<file path="config.mk">
export PLATFORM = sky130hd
export DESIGN_NAME = banco_registradores
export DESIGN_NICKNAME = d
export VERILOG_FILES = /design/src/rtl/mips_pkg.sv /design/src/rtl/placar_registradores.sv /design/src/rtl/banco_registradores.sv
export SDC_FILE = /design/constraint.sdc
export NUM_CORES = 2
export LEC_CHECK = 0
export BUFFER_PORTS_ARGS = -buffer_cell sky130_fd_sc_hd__buf_2
export CAP_MARGIN = 20
export CORE_AREA = 2 2 437 439
export DETAILED_ROUTE_END_ITERATION = 10
export DIE_AREA = 0 0 439 441
export MAX_ROUTING_LAYER = met4
export PLACE_DENSITY = 0.44
export SETUP_SLACK_MARGIN = 0.4
export SKIP_CTS_REPAIR_TIMING = 1
export SYNTH_ARGS = -nofsm -noshare
export SYNTH_HDL_FRONTEND = slang
export SYNTH_HIERARCHICAL = 1
export SYNTH_SLANG_ARGS = --single-unit
</file>
<file path="constraint.sdc">
create_clock -name clock -period 5.9 [get_ports clock]
set_clock_uncertainty 0.1 [all_clocks]
set_input_delay 0.295 -clock clock [delete_from_list [all_inputs] [get_ports clock]]
set_output_delay 0.295 -clock clock [all_outputs]
set_load 0.03 [all_outputs]
</file>
<file path="src/rtl/mips_pkg.sv">
// Shared MIPS datapath types and constants: register file, destination mux and control unit.
package mips_pkg;

    localparam int DATA_W = 32;
    localparam int ADDR_W = 5;
    localparam int NREGS  = 32;

    typedef logic [DATA_W-1:0] word_t;
    typedef logic [ADDR_W-1:0] reg_addr_t;

    localparam reg_addr_t REG_ZERO = 5'd0;
    localparam reg_addr_t REG_RA   = 5'd31;

endpackage

</file>
<file path="src/rtl/placar_registradores.sv">
// Pending-write scoreboard: decode sets a bit at issue, writeback clears it, stall on pending sources.
// WRITE_BYPASS_EN lets a completing writeback hide the hazard in the same cycle.
module placar_registradores
    import mips_pkg::*;
(
    input  logic             clock,
    input  logic             reset_n,
    input  logic             wr_en,
    input  reg_addr_t        wr_addr,
    input  logic             iss_valid,
    input  reg_addr_t        iss_addr,
    input  reg_addr_t        rs_addr,
    input  reg_addr_t        rt_addr,
    input  logic             rs_used,
    input  logic             rt_used,
    output logic             stall,
    output logic [NREGS-1:0] pend_vec
);

    logic [NREGS-1:0] pend;
    logic [NREGS-1:0] pendNext;
    logic             clrRs;
    logic             clrRt;

    always_comb begin
`ifdef WRITE_BYPASS_EN
        clrRs = wr_en && (wr_addr == rs_addr);
        clrRt = wr_en && (wr_addr == rt_addr);
`else
        clrRs = 1'b0;
        clrRt = 1'b0;
`endif
        stall = (rs_used && pend[rs_addr] && !clrRs) ||
                (rt_used && pend[rt_addr] && !clrRt);
    end

    // Set is applied after clear so a new producer of the same register wins.
    always_comb begin
        pendNext = pend;
        if (wr_en)
            pendNext[wr_addr] = 1'b0;
        if (iss_valid && !stall && (iss_addr != REG_ZERO))
            pendNext[iss_addr] = 1'b1;
    end

    always_ff @(posedge clock or negedge reset_n) begin
        if (!reset_n)
            pend <= '0;
        else
            pend <= pendNext;
    end

    assign pend_vec = pend;

endmodule

</file>
<file path="src/rtl/banco_registradores.sv">
// MIPS 32x32 register file: two combinational read ports, one write port, pending-write scoreboard.
// Optional macro WRITE_BYPASS_EN forwards same-cycle writeback data to the read ports.
module banco_registradores
    import mips_pkg::*;
(
    input  logic             clock,
    input  logic             reset_n,
    input  reg_addr_t        rs_addr,
    input  reg_addr_t        rt_addr,
    output word_t            rs_data,
    output word_t            rt_data,
    input  logic             wr_en,
    input  reg_addr_t        wr_addr,
    input  word_t            wr_data,
    input  logic             iss_valid,
    input  reg_addr_t        iss_addr,
    input  logic             rs_used,
    input  logic             rt_used,
    output logic             stall,
    output logic [NREGS-1:0] pend_vec
);

    word_t regs [NREGS];

    always_ff @(posedge clock or negedge reset_n) begin
        if (!reset_n) begin
            for (int i = 0; i < NREGS; i++)
                regs[i] <= '0;
        end else if (wr_en && (wr_addr != REG_ZERO)) begin
            regs[wr_addr] <= wr_data;
        end
    end

    // Reads are forced to zero while reset is held so bypassed data cannot leak out.
    always_comb begin
        rs_data = regs[rs_addr];
`ifdef WRITE_BYPASS_EN
        if (wr_en && (wr_addr == rs_addr))
            rs_data = wr_data;
`endif
        if (!reset_n || (rs_addr == REG_ZERO))
            rs_data = '0;
    end

    always_comb begin
        rt_data = regs[rt_addr];
`ifdef WRITE_BYPASS_EN
        if (wr_en && (wr_addr == rt_addr))
            rt_data = wr_data;
`endif
        if (!reset_n || (rt_addr == REG_ZERO))
            rt_data = '0;
    end

    placar_registradores uPlacar (
        .clock     (clock),
        .reset_n   (reset_n),
        .wr_en     (wr_en),
        .wr_addr   (wr_addr),
        .iss_valid (iss_valid),
        .iss_addr  (iss_addr),
        .rs_addr   (rs_addr),
        .rt_addr   (rt_addr),
        .rs_used   (rs_used),
        .rt_used   (rt_used),
        .stall     (stall),
        .pend_vec  (pend_vec)
    );

endmodule

</file>
==> results.json <==
{
  "worstPathRequired_ns": 5.51,
  "cts.sinks": 1056,
  "clk_pin_slew_ns": 0.06,
  "nFillCells": 18592,
  "place_area_mm2": 0.0597,
  "ir_drop_mv": 0.228,
  "grt_overflow": 0,
  "worstSetupPathType": "in -> out",
  "core_mm2": 0.189,
  "start_util_pct": 29.9,
  "fmax_ghz": 0.234,
  "finalHoldViolations": 7,
  "synth_ff_type": "dfrtp_1",
  "worstPathArrival_ns": 3.88,
  "grt_max_degree": 134,
  "cts_made_buffers": 118,
  "end_kind": "output pin",
  "syn_inst": 4204,
  "violations": "hold timing",
  "first_global_vias": 39171,
  "ios": 155,
  "finalCritPeriodShare_pct": 72.5,
  "synth-seq-cells": 1056,
  "synth_nets": 4262,
  "vias": 37949,
  "dp_slack_ns": 1.94,
  "path_max_fanout": 64,
  "cp_slowest_cell": "and4b_2",
  "synth_cell_types": 48,
  "hold_path_class": "in -> async",
  "power_leakage_nw": 28.0,
  "crit_path_start_kind": "input port",
  "clockRootBuffer": "clkbuf_16",
  "area_growth_pct": 12.5,
  "via_per_inst": 5.64,
  "crit_chain": "dlygate4sd3_1 -> buf_8 -> buf_4 -> and4b_2 -> a22o_1 -> a31oi_1 -> nand4_1 -> buf_2",
  "yosysSeqAreaShare_pct": 46.8,
  "cts_max_path_buffers": 3,
  "antenna_found_initial": 17,
  "maxCapViolCount": 0,
  "setup_viol": 0,
  "wl_um": 216000,
  "slew_violations": 0,
  "post_drt_wl_per_cell_um": 32.0,
  "rsz0062_at_grt": "no",
  "seq_area_mm2": 0.0264,
  "min_period_ns": 4.28,
  "fin_nets": 4175,
  "gp_congestion": 0.802,
  "syn-cell-area_mm2": 0.0565,
  "critPathMaxStageDelay_ns": 1.05,
  "dr.pass1.iters": 8,
  "avgSynthCellArea_um2": 13.4,
  "ff2ff_path_depth": 7,
  "multi_input_area_mm2": 0.0284,
  "antenna_left": 0,
  "final_common_cell": "dfrtp_1",
  "status": "finished with violations",
  "worstSkewPairLatency_ns": 0.76,
  "port_buffers": 154,
  "place_hpwl_um": 127000,
  "drc": 0,
  "synth_edf_count": 0,
  "final_area_mm2": 0.0636,
  "yosys_warnings": 6,
  "fp-row-count": 160,
  "synth-async-reset-ratio_pct": 100,
  "grt_pass1_wl_um": 308000,
  "drive_above_1_share_pct": 41.8,
  "timing.slew.headroom_pct": 22.7,
  "drt_iter0_markers": 2760,
  "track_usage_pct": 22.8,
  "final_cell_mix": "dfrtp_1 (1056), mux2_2 (987), mux2i_1 (519)",
  "die_w_um": 439,
  "worstMarginPinSlew_ns": 1.16,
  "tritoncts": "built",
  "dieArea_mm2": 0.194,
  "htree_levels": 3,
  "die_height_um": 441,
  "power.density_mw_per_mm2": 337,
  "hold_ws_ns": -0.0170,
  "fin_setup_tns_ns": 0,
  "worst_slack_ns": 1.62
}
==> cells in the mapped netlist, types with 2 or more instances <==
library cell	count	area, µm²
mux2i_1	519	5190
a22o_1	61	534
nor2_1	24	90.1
buf_6	4	45.0
mux2_1	10	113
nand4_1	65	407
nor4bb_1	4	40.0
mux2_2	987	11100
nor2b_1	13	81.3
o21ai_0	33	165
nor3_1	3	15.0
a31oi_1	63	394
and3_1	2	12.5
nand2b_1	4	25.0
and2_1	6	37.5
a22oi_1	196	1470
buf_2	199	996
nand3_1	155	776
nand2_1	122	458
dfrtp_1	1056	26400
buf_1	6	22.5
mux4_1	3	78.8
and4b_1	3	30.0
buf_4	21	158
nor3b_1	3	22.5
or3_1	6	37.5
clkbuf_1	238	893
or3b_2	6	52.6
nand4b_1	4	35.0
nand3b_1	11	82.6
o31ai_1	31	233
a21oi_1	65	325
mux4_2	266	5990
==> worst max-delay path, delay by kind of cell <==
kind | cells | cell delay (ns)
buf+inv | 4 | 1.71
simple gates | 2 | 1.36
compound gates | 2 | 0.40
==> kinds of logic after synthesis <==
kind of cell | share of synthesized area [%]
AO/OA/AOI/OAI | 5.70
buffers and inverters | 3.76
flip-flops | 46.8
multiplexers | 39.8
AND/OR/NAND/NOR | 3.97
==> layer usage <==
layer	share of wire, %	vias up	GRT usage (%)
li1	-	15832	-
met1	46	20838	30.9
met2	47	1006	35.9
met3	4.8	273	3.24
met4	2.2	0	5.55
met5	0	-	-
==> final timing paths <==
kind	startpoint	end	slack (ns)
max in group asynchronous	reset_n	regs[854]	2.91
worst min register to register	regs[1008]	regs[1008]	0.29
min in group clock	wr_addr[3]	uPlacar/pend_vec[15]	-0.01
worst min-delay path	reset_n	regs[863]	-0.02
worst max register to register	uPlacar/pend_vec[29]	uPlacar/pend_vec[16]	2.91
worst max-delay path	reset_n	rt_data[5]	1.62
==> registers in the layout, indices dropped and copies added, names as in the netlist <==
signal and cells:
regs 1024, uPlacar/pend_vec 32
==> area by class of cell <==
cell class / count / area share (%)
antenna: 9 / 0.0354
clock buffer: 179 / 5.53
clock inverter: 30 / 0.394
inverter: 1 / 0.00591
multi-input combinational: 2678 / 44.7
sequential: 1056 / 41.6
tap: 2511 / 4.94
timing repair buffer: 262 / 2.86
==> power breakdown <==
group | switching (mW) | total, mW | internal [mW] | leakage, nW
Clock | 3.17 | 7.37 | 4.19 | 1.87
Combinational | 2.09 | 4.36 | 2.27 | 12.6
Sequential | 1.07 | 9.70 | 8.64 | 13.5
Total | 6.33 | 21.4 | 15.1 | 28.0
==> metrics by stage <==
step | instances | power (mW) | hold WS, ns | utilization [%]
3_3_place_gp | 6497 | 14.1 | 0.189 | 31.5
6_report | 6726 | 21.4 | -0.0170 | 33.6
4_1_cts | 6707 | 21.6 | -0.628 | 33.5
5_1_grt | 6725 | 22.4 | 0.00528 | 33.6
2_1_floorplan | 4204 | 12.7 | -0.101 | -
3_5_place_dp | 6498 | 14.2 | 0.196 | 31.5
No activity file was read; power rests on OpenSTA's default activity.
